### config.mk
export PLATFORM = sky130hd
export DESIGN_NAME = demux1to2_stream
export DESIGN_NICKNAME = d
export VERILOG_FILES = /design/src/rtl/demux_pkg.sv /design/src/rtl/out_slice.sv /design/src/rtl/demux1to2_stream.sv
export SDC_FILE = /design/constraint.sdc
export NUM_CORES = 1
export LEC_CHECK = 0
export BUFFER_PORTS_ARGS = -buffer_cell sky130_fd_sc_hd__buf_4
export CORE_ASPECT_RATIO = 0.9
export CORE_MARGIN = 4
export CORE_UTILIZATION = 38
export DETAILED_ROUTE_END_ITERATION = 8
export GPL_ROUTABILITY_DRIVEN = 0
export PLACE_DENSITY = 0.59
export SYNTH_ARGS = -nofsm -noshare
export SYNTH_HDL_FRONTEND = slang
export SYNTH_HIERARCHICAL = 1
export SYNTH_SLANG_ARGS = --single-unit
export TNS_END_PERCENT = 100
### constraint.sdc
create_clock -name clk -period 1.8 [get_ports clk]
set_clock_uncertainty 0.2 [all_clocks]
set_input_delay 0.27 -clock clk [delete_from_list [all_inputs] [get_ports clk]]
set_output_delay 0.27 -clock clk [all_outputs]
set_load 0.03 [all_outputs]
### src/rtl/demux_pkg.sv
// Shared constants and types for the 1:2 stream demultiplexer.
package demux_pkg;

  // Values of s_sel naming each output.
  localparam logic PORT0 = 1'b0;
  localparam logic PORT1 = 1'b1;

  // Default payload and counter widths.
  localparam int unsigned DEF_WIDTH = 8;
  localparam int unsigned DEF_CNTW  = 16;

  // Occupancy of a one-entry output slice.
  typedef enum logic {
    SLICE_EMPTY = 1'b0,
    SLICE_FULL  = 1'b1
  } slice_state_e;

endpackage

### src/rtl/out_slice.sv
// One-entry output register slice: holds a single beat until the sink takes it,
// and can drain and refill in the same cycle.
module out_slice
  import demux_pkg::*;
#(
  parameter int unsigned WIDTH = DEF_WIDTH
) (
  input  logic             clk,
  input  logic             rst,
  input  logic             in_load,
  input  logic [WIDTH-1:0] in_data,
  output logic             free,
  output logic             out_valid,
  output logic [WIDTH-1:0] out_data,
  input  logic             out_ready
);

  slice_state_e     state_q, state_d;
  logic [WIDTH-1:0] data_q, data_d;

  // Slot can take a beat this cycle; reset treats the slot as empty.
  always_comb begin
    free = rst || (state_q == SLICE_EMPTY) || out_ready;
  end

  // Registered outputs only, so out_valid never depends on out_ready.
  always_comb begin
    out_valid = (state_q == SLICE_FULL);
    out_data  = data_q;
  end

  // Next-state: load wins over drain, giving back-to-back throughput.
  always_comb begin
    state_d = state_q;
    data_d  = data_q;
    unique case (state_q)
      SLICE_EMPTY: begin
        if (in_load) begin
          state_d = SLICE_FULL;
          data_d  = in_data;
        end
      end
      SLICE_FULL: begin
        if (in_load) begin
          data_d = in_data;
        end else if (out_ready) begin
          state_d = SLICE_EMPTY;
        end
      end
      default: state_d = SLICE_EMPTY;
    endcase
  end

  // State and data registers with synchronous reset.
  always_ff @(posedge clk) begin
    if (rst) begin
      state_q <= SLICE_EMPTY;
      data_q  <= '0;
    end else begin
      state_q <= state_d;
      data_q  <= data_d;
    end
  end

endmodule

### src/rtl/demux1to2_stream.sv
// 1:2 stream demultiplexer: routes each input beat to m0 or m1 by s_sel,
// with an independent one-entry slice and delivered-beat counter per output.
module demux1to2_stream
  import demux_pkg::*;
#(
  parameter int unsigned WIDTH = DEF_WIDTH,
  parameter int unsigned CNTW  = DEF_CNTW
) (
  input  logic             clk,
  input  logic             rst,
  input  logic             s_valid,
  output logic             s_ready,
  input  logic [WIDTH-1:0] s_data,
  input  logic             s_sel,
  output logic             m0_valid,
  input  logic             m0_ready,
  output logic [WIDTH-1:0] m0_data,
  output logic             m1_valid,
  input  logic             m1_ready,
  output logic [WIDTH-1:0] m1_data,
  output logic [CNTW-1:0]  cnt0,
  output logic [CNTW-1:0]  cnt1
);

  logic            free0, free1;
  logic            load0, load1;
  logic            fire0, fire1;
  logic [CNTW-1:0] cnt0_q, cnt0_d;
  logic [CNTW-1:0] cnt1_q, cnt1_d;

  // Input readiness follows the slice addressed by the current beat.
  always_comb begin
    s_ready = (s_sel == PORT1) ? free1 : free0;
  end

  // Steer an accepted beat into exactly one slice; handshakes per output.
  always_comb begin
    load0 = s_valid && s_ready && (s_sel == PORT0) && !rst;
    load1 = s_valid && s_ready && (s_sel == PORT1) && !rst;
    fire0 = m0_valid && m0_ready;
    fire1 = m1_valid && m1_ready;
  end

  out_slice #(.WIDTH(WIDTH)) u_slice0 (
    .clk       (clk),
    .rst       (rst),
    .in_load   (load0),
    .in_data   (s_data),
    .free      (free0),
    .out_valid (m0_valid),
    .out_data  (m0_data),
    .out_ready (m0_ready)
  );

  out_slice #(.WIDTH(WIDTH)) u_slice1 (
    .clk       (clk),
    .rst       (rst),
    .in_load   (load1),
    .in_data   (s_data),
    .free      (free1),
    .out_valid (m1_valid),
    .out_data  (m1_data),
    .out_ready (m1_ready)
  );

  // Counter next-state: wrap silently on overflow.
  always_comb begin
    cnt0_d = fire0 ? cnt0_q + CNTW'(1) : cnt0_q;
    cnt1_d = fire1 ? cnt1_q + CNTW'(1) : cnt1_q;
  end

  // Counter registers; reset wins so no delivery is counted in a reset cycle.
  always_ff @(posedge clk) begin
    if (rst) begin
      cnt0_q <= '0;
      cnt1_q <= '0;
    end else begin
      cnt0_q <= cnt0_d;
      cnt1_q <= cnt1_d;
    end
  end

  // Counter outputs.
  always_comb begin
    cnt0 = cnt0_q;
    cnt1 = cnt1_q;
  end

endmodule
Yosys cells after proc, flatten, opt, wreduce, memory -nomap -nowiden. Cells that the tools add are included.

Word-level logic and storage cells: 34. Input bits: 14. Memories: 0. Memory bits (writable): 0. Bits in read-only memories: 0. Bits in latches: 0. Output and inout port bits: 51. Register bits: 50.

Div/mod/pow operators: 0. Bitwise operators: 3. Mux-type cells: 11. Shift operators: 0. Add/subtract/negate cells: 2. $mul: 0. Equal/unequal tests: 0. Reduce and logical (&&, ||, !) cells: 12. Order comparisons: 0.

Operators by type and width (count): 16-bit by 1-bit adder with 16-bit output (second input constant) (2); 8-bit two-way mux (2); 1-bit logical AND (7); 1-bit two-way mux (7); 1-bit logical OR (4); 1-bit one-hot mux with 2 select lines (2); 1-bit NOT (3); 1-bit logical NOT (1).

Depth between registers and ports, before layout. Gate-level depths: netlist of run 1.

Word-level depth: 9. Mapped depth: 7. Gate-level depth less buffers: 6.

By module. The synthesis of run 1 kept the hierarchy.

By module, submodules not included: demux1to2_stream (area an instance 1435.1 µm², cells an instance 166, times used 1, sequential area each 640.6 µm²); out_slice (area an instance 327.8 µm², cells an instance 31, times used 2, sequential area each 180.2 µm²).

Worst setup path after synthesis of run 1. No wires, ideal clock.

Path type: reg2reg. From: register cnt0_q[0], in the netlist cnt0[0]. To: register cnt0_q[14], in the netlist cnt0[14]. Cell stages (with the launch flop): 6. Path slack: -0.091 ns. Arrival: 1.621 ns. Setup time: 0.071 ns. Period minus slack after synthesis: 1.891 ns. Buffers on the path: 0. Required time: 1.529 ns. Cell sequence: dfxtp_1 -> ha_1 -> and4_1 -> nand4_1 -> or3_1 -> a21oi_1.

Cells in the longest elaborated chain, start to end: 1.

Ends and longest elaborated chain: from (decl) (RTL line demux1to2_stream.sv:28) `logic [CNTW-1:0] cnt0_q, cnt0_d;`; from (signal assigned) (RTL line demux1to2_stream.sv:78) `cnt0_q <= cnt0_d;`; 16-bit by 1-bit adder with 16-bit output (RTL line demux1to2_stream.sv:68) `cnt0_d = fire0 ? cnt0_q + CNTW'(1) : cnt0_q;`.

No other way between the ends. A chain may end at the register's enable or synchronous reset.

Final worst setup path of run 1.
From: register u_slice1.state_q, in the netlist u_slice1/out_valid. To: output s_ready.

Cells in the longest elaborated chain, start to end: 4.

Ends and longest elaborated chain: from (decl) (RTL line out_slice.sv:18) `slice_state_e state_q, state_d;`; from (signal assigned) (RTL line out_slice.sv:60) `state_q <= state_d;`; 1-bit NOT (RTL line out_slice.sv:23) `free = rst || (state_q == SLICE_EMPTY) || out_ready;`; 1-bit logical OR (2 in a row) (RTL line out_slice.sv:23); net free1 (RTL line demux1to2_stream.sv:25) `logic free0, free1;`; 1-bit two-way mux (RTL line demux1to2_stream.sv:33) `s_ready = (s_sel == PORT1) ? free1 : free0;`; to (decl) (RTL line demux1to2_stream.sv:12) `output logic s_ready,`.

The timed path passes the listed nets, and every way through them passes these cells.

==> flow_metrics.tcl, run 1 <==
set metrics [dict create \
    status "complete, no violations" \
    drtIter0Drc 39 \
    regArea_mm2 0.00101 \
    avgViaCountPerCell 4.83 \
    syn-num-nets 244 \
    regToRegStartpoint "u_slice0/out_valid" \
    synth_common_cells "50 x dfxtp_1, 36 x nor2_1, 18 x xor2_1, 16 x mux2i_1" \
    syn_area_mm2 0.00209 \
    multi_input_area_mm2 0.00103 \
    reg2reg_slack_ns 0.07 \
    initial_core_util_pct 39.6 \
    hold_viol 0 \
    required_ns 1.33 \
    min_path_type "input port to flip-flop" \
    postRouteAntennaNets 0 \
    n_antenna_cell 0 \
    final_cells 378 \
    powerDensity_mw_per_mm2 676 \
    ys_warn_count 6 \
    rsz0062_at_grt "true" \
    synth_seq_cells 50 \
    first_global_vias 1716 \
    maxSlewViolCount 0 \
    synth_edf_count 0 \
    dp_cells 369 \
    core_area_mm2 0.00529 \
    wl_per_cell_um 12.9 \
    grt_util_all_layers_pct 14.7 \
    clkLatencyLatePin_ns 0.30 \
    max_freq_mhz 573 \
    synthTopCellsByArea "dfxtp_1 48%, mux2i_1 7.7%, xor2_1 7.5%" \
    p_int_mw 1.47 \
    setup_violations 0 \
    critPathMaxFanout 2 \
    async_flop_share_pct 0 \
    n_fill_cell 539 \
    maxSlewHeadroom_pct 61.3 \
    crit_start "u_slice1/out_valid" \
    path_cells "nand2b_1, or2_1, nand2_2, buf_4, nand2_1, buf_6" \
    synth_top_area_share_pct 47.9 \
    slowest_stage "dfxtp_2" \
    critPathKind "flip-flop to output port" \
    arrival_ns 1.27 \
    clock_path_buffers 2 \
    drc 0 \
    synth_top_area_cell "dfxtp_1" \
    final_nets 326 \
    syn2layout_area_growth_pct 37.5 \
    worst_slew_pin_slew_ns 0.580 \
    clock_power_share_pct 33.6 \
    ir_drop_uv 404 \
    start_kind "flip-flop" \
    cap_violations 0 \
    num_vias 1827 \
    synthFlopType "dfxtp_1" \
    yosysSeqAreaShare_pct 47.9 \
    htreeDepth 2 \
    p_switching_uw 479 \
    clk_pin_slew_ns 0.09 \
    cp-end-kind "output port" \
    grt_pass1_wl_um 8080 \
    endpoint "s_ready" \
    cts_tree "built" \
    drive_gt1_share_pct 36.7 \
    rows 25 \
    syn_avg_cell_area_um2 9.17 \
    dpl.hpwl_um 3540 \
    root_buffer "clkbuf_8" \
    portBuffers 64 \
    min_period_ns 1.74 \
    max_stage_delay_ns 0.34 \
    sw_frac_of_total_pct 24.7 \
    synth_cell_types 27 \
    grt_overflow 0 \
    finalCritPeriodShare_pct 96.9 \
    synth_most_common_cell "dfxtp_1" \
    die_h_um 78.4 \
    synthCells 228 \
    regToRegEndpoint "cnt0[15]" \
    die_w_um 86.2 \
    numClockSinks 50 \
    p_leak_nw 1.21 \
    cts_buffers 5 \
    grt_max_degree 26 \
    reg2regPathDepth 5 \
    io_pins 65 \
    drt-total-wl_um 4860 \
    fp.dieArea_mm2 0.00675 \
    antenna_found_initial 0 \
    fin_setup_tns_ns 0 \
    power_frac_comb_pct 8.4 \
    first_pass_iters 4 \
    pwr-share-seq_pct 58.0 \
]
## timing repair
item	4_1_cts	5_1_grt
hold buffers	0	0
pin swaps	0	3
hold endpoints to repair	0	0
gates resized for setup	4	9
buffers inserted	0	1
setup endpoints to repair	19	15
## worst min path at each step
| stage | from | to | slack, ns | cells after the start |
|---|---|---|---|---|
| detailed placement | cnt0[15] | cnt0[15] | 0.27 | 2 |
| CTS | s_data[5] | u_slice0/out_data[5] | 0.001 | 3 |
| finish | s_data[2] | u_slice1/out_data[2] | 0.01 | 3 |
| global route | s_data[5] | u_slice0/out_data[5] | 0.002 | 3 |
| floorplan | rst | cnt1[15] | 0.14 | 1 |
| global placement | cnt0[15] | cnt0[15] | 0.27 | 2 |
## through the flow
| step | power (mW) | hold WS [ns] | instance area [um^2] | worst slack [ns] | utilization (%) |
|---|---|---|---|---|---|
| 3_5_place_dp | 1.32 | 0.270 | 2750 | -0.210 | 52.1 |
| 4_1_cts | 1.98 | 0.000954 | 2850 | 0.00497 | 53.9 |
| 2_1_floorplan | 1.24 | 0.139 | 2100 | 0.00646 | - |
| 6_report | 1.94 | 0.0116 | 2880 | 0.0557 | 54.4 |
| 5_1_grt | 2.03 | 0.00205 | 2880 | -0.0325 | 54.4 |
| 3_3_place_gp | 1.32 | 0.268 | 2750 | -0.215 | 52.1 |
## cells in the final DEF, fill, tap and decap left out, types with 4 or more instances in the layout
cell type / instances
nor2_1: 34
or3_1: 8
nand4_1: 11
clkbuf_8: 5
a21oi_1: 15
o21ai_0: 9
dfxtp_1: 41
nand3_1: 14
xor2_1: 18
mux2i_1: 16
nand2b_1: 4
nand2_1: 10
dfxtp_2: 8
buf_4: 85
## metal layers
metal	track usage [%]	share of wire [%]	vias up
met3	3.36	4.7	5
met2	23.4	46	43
li1	-	-	953
met1	19.4	48	826
met4	5.14	1.3	0
met5	0	0	-
## power by group through the flow
stage	Clock (mW)	Combinational [mW]	Sequential, mW
floorplan	0	0.0559	1.19
global placement	0	0.161	1.16
detailed placement	0	0.161	1.16
CTS	0.683	0.162	1.13
global route	0.723	0.176	1.13
finish	0.653	0.163	1.13
## final cells by class
type                    instances  share of cell area, %
flip-flops and latches         50                   35.3
inverters                       3                  0.392
repair buffers                 86                   22.6
clock inverters                 2                  0.479
clock buffers                   6                   2.52
multi-input cells             164                   35.8
well taps                      67                   2.92
## logic make-up (layout without fill, tap and decap cells)
group / count (synthesis) / in the layout / share of synthesized area [%]
simple gates: 101 / 101 / 25.0
mux: 16 / 16 / 7.66
fa+ha+maj: 2 / 2 / 1.20
flops: 50 / 50 / 47.9
xor+xnor: 19 / 19 / 7.96
buf+inv: 14 / 97 / 3.83
compound gates: 26 / 26 / 6.46
## sequential cells by signal, summed over array words and instances (netlist names)
register / cells
u_slice0/out_data: 8
cnt1: 16
u_slice1/out_valid: 1
u_slice1/out_data: 8
u_slice0/out_valid: 1
cnt0: 16
## worst max-delay path, delay by kind of cell (launching register included)
family / cells / cell delay, ns
AND/OR/NAND/NOR: 4 / 0.40
flip-flops: 1 / 0.34
buffers and inverters: 2 / 0.24
Note: power is estimated with default switching activity, not from simulation.
==> inputs of run 2 (changes only) <==
--- a/config.mk
+++ b/config.mk
@@ -9,6 +9,7 @@
 export CORE_ASPECT_RATIO = 0.9
 export CORE_MARGIN = 4
 export CORE_UTILIZATION = 38
+export CTS_BUF_LIST = sky130_fd_sc_hd__clkbuf_8
 export DETAILED_ROUTE_END_ITERATION = 8
 export GPL_ROUTABILITY_DRIVEN = 0
 export PLACE_DENSITY = 0.59
==> constraint.sdc (replaced) <==
create_clock -name clk -period 1.9 [get_ports clk]
set_clock_uncertainty 0.2 [all_clocks]
set_input_delay 0.285 -clock clk [delete_from_list [all_inputs] [get_ports clk]]
set_output_delay 0.285 -clock clk [all_outputs]
set_load 0.03 [all_outputs]
==> run 2 against run 1 <==
Against the previous run: non-clock buffer count down 2; total power is 4.9% lower; routed wire length barely moved; first-iteration DRC count is 31% higher; global-route usage grew 0.46 points; combinational power decreased by 7%; critical path depth shrank 2; sequential share of layout area is essentially flat; register-to-register slack improved by 0.07 ns; setup slack better by 0.088 ns.
==> flow_metrics.tcl, run 2 (synthesis results as in run 1) <==
set metrics [dict create \
    status "complete, no violations" \
    finalCritPeriodShare_pct 92.4 \
    clock_path_buffers 2 \
    min_path_type "input port to flip-flop" \
    clock_power_share_pct 34.0 \
    maxSlewViolCount 0 \
    ir_drop_uv 438 \
    pwr-share-seq_pct 57.9 \
    p_leak_nw 1.19 \
    n_fill_cell 503 \
    rows 25 \
    regArea_mm2 0.00100 \
    powerDensity_mw_per_mm2 651 \
    drtIter0Drc 51 \
    num_vias 1840 \
    rsz0062_at_grt "false" \
    dpl.hpwl_um 3640 \
    setup_violations 0 \
    arrival_ns 1.80 \
    pre_cts_slack_ns -0.171 \
    first_global_vias 1794 \
    drc 0 \
    required_ns 1.95 \
    critPathMaxFanout 6 \
    wl_per_cell_um 12.9 \
    initial_core_util_pct 39.6 \
    numClockSinks 50 \
    final_cell_area_mm2 0.00284 \
    grt_pass1_wl_um 8180 \
    fp.dieArea_mm2 0.00675 \
    start_kind "flip-flop" \
    syn2layout_area_growth_pct 35.7 \
    portBuffers 64 \
    crit_start "cnt0[5]" \
    clkLatencyLatePin_ns 0.31 \
    min_period_ns 1.76 \
    max_freq_mhz 569 \
    first_pass_iters 4 \
    cts_setup_buffers 0 \
    cp-end-kind "flip-flop" \
    endpoint "cnt0[15]" \
    critPathKind "flip-flop to flip-flop" \
    power_frac_comb_pct 8.1 \
    drive_gt1_share_pct 32.4 \
    postRouteAntennaNets 0 \
    final_cells 376 \
    ctsResizeCount 2 \
    fin_setup_tns_ns 0 \
    grt_max_degree 22 \
    reg2reg_slack_ns 0.14 \
    die_w_um 86.2 \
    dp_cells 368 \
    timing.final.ws_setup_ns 0.143 \
    grt_overflow 0 \
    final_nets 324 \
    n_antenna_cell 0 \
    cts_tree "built" \
    drt-total-wl_um 4860 \
    cts_buffers 5 \
    htreeDepth 2 \
    grt_util_all_layers_pct 15.1 \
    final_cell_mix "84 x buf_4, 49 x dfxtp_1, 34 x nor2_1, 18 x xor2_1, 16 x mux2i_1" \
    root_buffer "clkbuf_8" \
    maxSlewHeadroom_pct 60.7 \
    avgViaCountPerCell 4.89 \
    hold_viol 0 \
    clk_pin_slew_ns 0.10 \
    die_h_um 78.4 \
    worst_slew_pin_slew_ns 0.588 \
    sw_frac_of_total_pct 25.1 \
    multi_input_area_mm2 0.00102 \
    final_util_pct 53.7 \
    regToRegStartpoint "cnt0[5]" \
    cap_violations 0 \
    placed_area_mm2 0.00274 \
    regToRegEndpoint "cnt0[15]" \
    io_pins 65 \
    reg2regPathDepth 4 \
    antenna_found_initial 0 \
    cts_hold_buffers 0 \
    p_int_mw 1.39 \
    final_common_cell "buf_4" \
    p_switching_uw 463 \
    core_area_mm2 0.00529 \
]
-- run 2: cell types whose count changed in the layout (fill, tap and decap cells not counted), sizes merged --
cell      delta
clkbuf       -1
clkinvlp     +1
buf          -2
-- run 2: final cells by class --
class | count | share of cell area [%]
Tap cell | 67 | 2.95
Clock buffer | 5 | 2.43
Timing Repair Buffer | 84 | 22.2
Clock inverter | 3 | 0.750
Multi-Input combinational cell | 164 | 35.9
Inverter | 3 | 0.397
Sequential cell | 50 | 35.3
-- run 2: metrics by stage --
stage | hold WS [ns] | power, mW
CTS | 0.00365 | 1.88
floorplan | 0.154 | 1.18
global route | 0.00765 | 1.93
finish | 0.0143 | 1.85
detailed placement | 0.280 | 1.25
global placement | 0.271 | 1.25
-- run 2: power groups by stage --
stage | combinational (mW) | sequential [mW] | clock, mW
floorplan | 0.0529 | 1.12 | 0
global placement | 0.151 | 1.09 | 0
detailed placement | 0.152 | 1.09 | 0
CTS | 0.153 | 1.07 | 0.653
global route | 0.163 | 1.07 | 0.698
finish | 0.151 | 1.07 | 0.628
-- run 2: worst min path at each step --
stage                                 to                  from  cells after the start  slack, ns
floorplan                       cnt1[15]                   rst                      1       0.15
global placement                cnt0[15]              cnt0[15]                      2       0.27
detailed placement  u_slice0/out_data[6]  u_slice0/out_data[6]                      2       0.28
CTS                 u_slice0/out_data[6]             s_data[6]                      3      0.004
global route        u_slice0/out_data[0]             s_data[0]                      3      0.008
finish              u_slice0/out_data[4]             s_data[4]                      3       0.01
-- run 2: worst max-delay path, stage by stage (launching register included) --
cell and delay [ns]:
dfxtp_1 0.40, and4_1 0.36, nand2_4 0.09, or4_1 0.50, a21oi_1 0.15
-- run 2: layer usage --
metal	track usage [%]	part of all wire (%)
met5	0	0
met4	6.54	1.9
met3	3.46	4.4
met2	25.0	47
met1	18.8	47
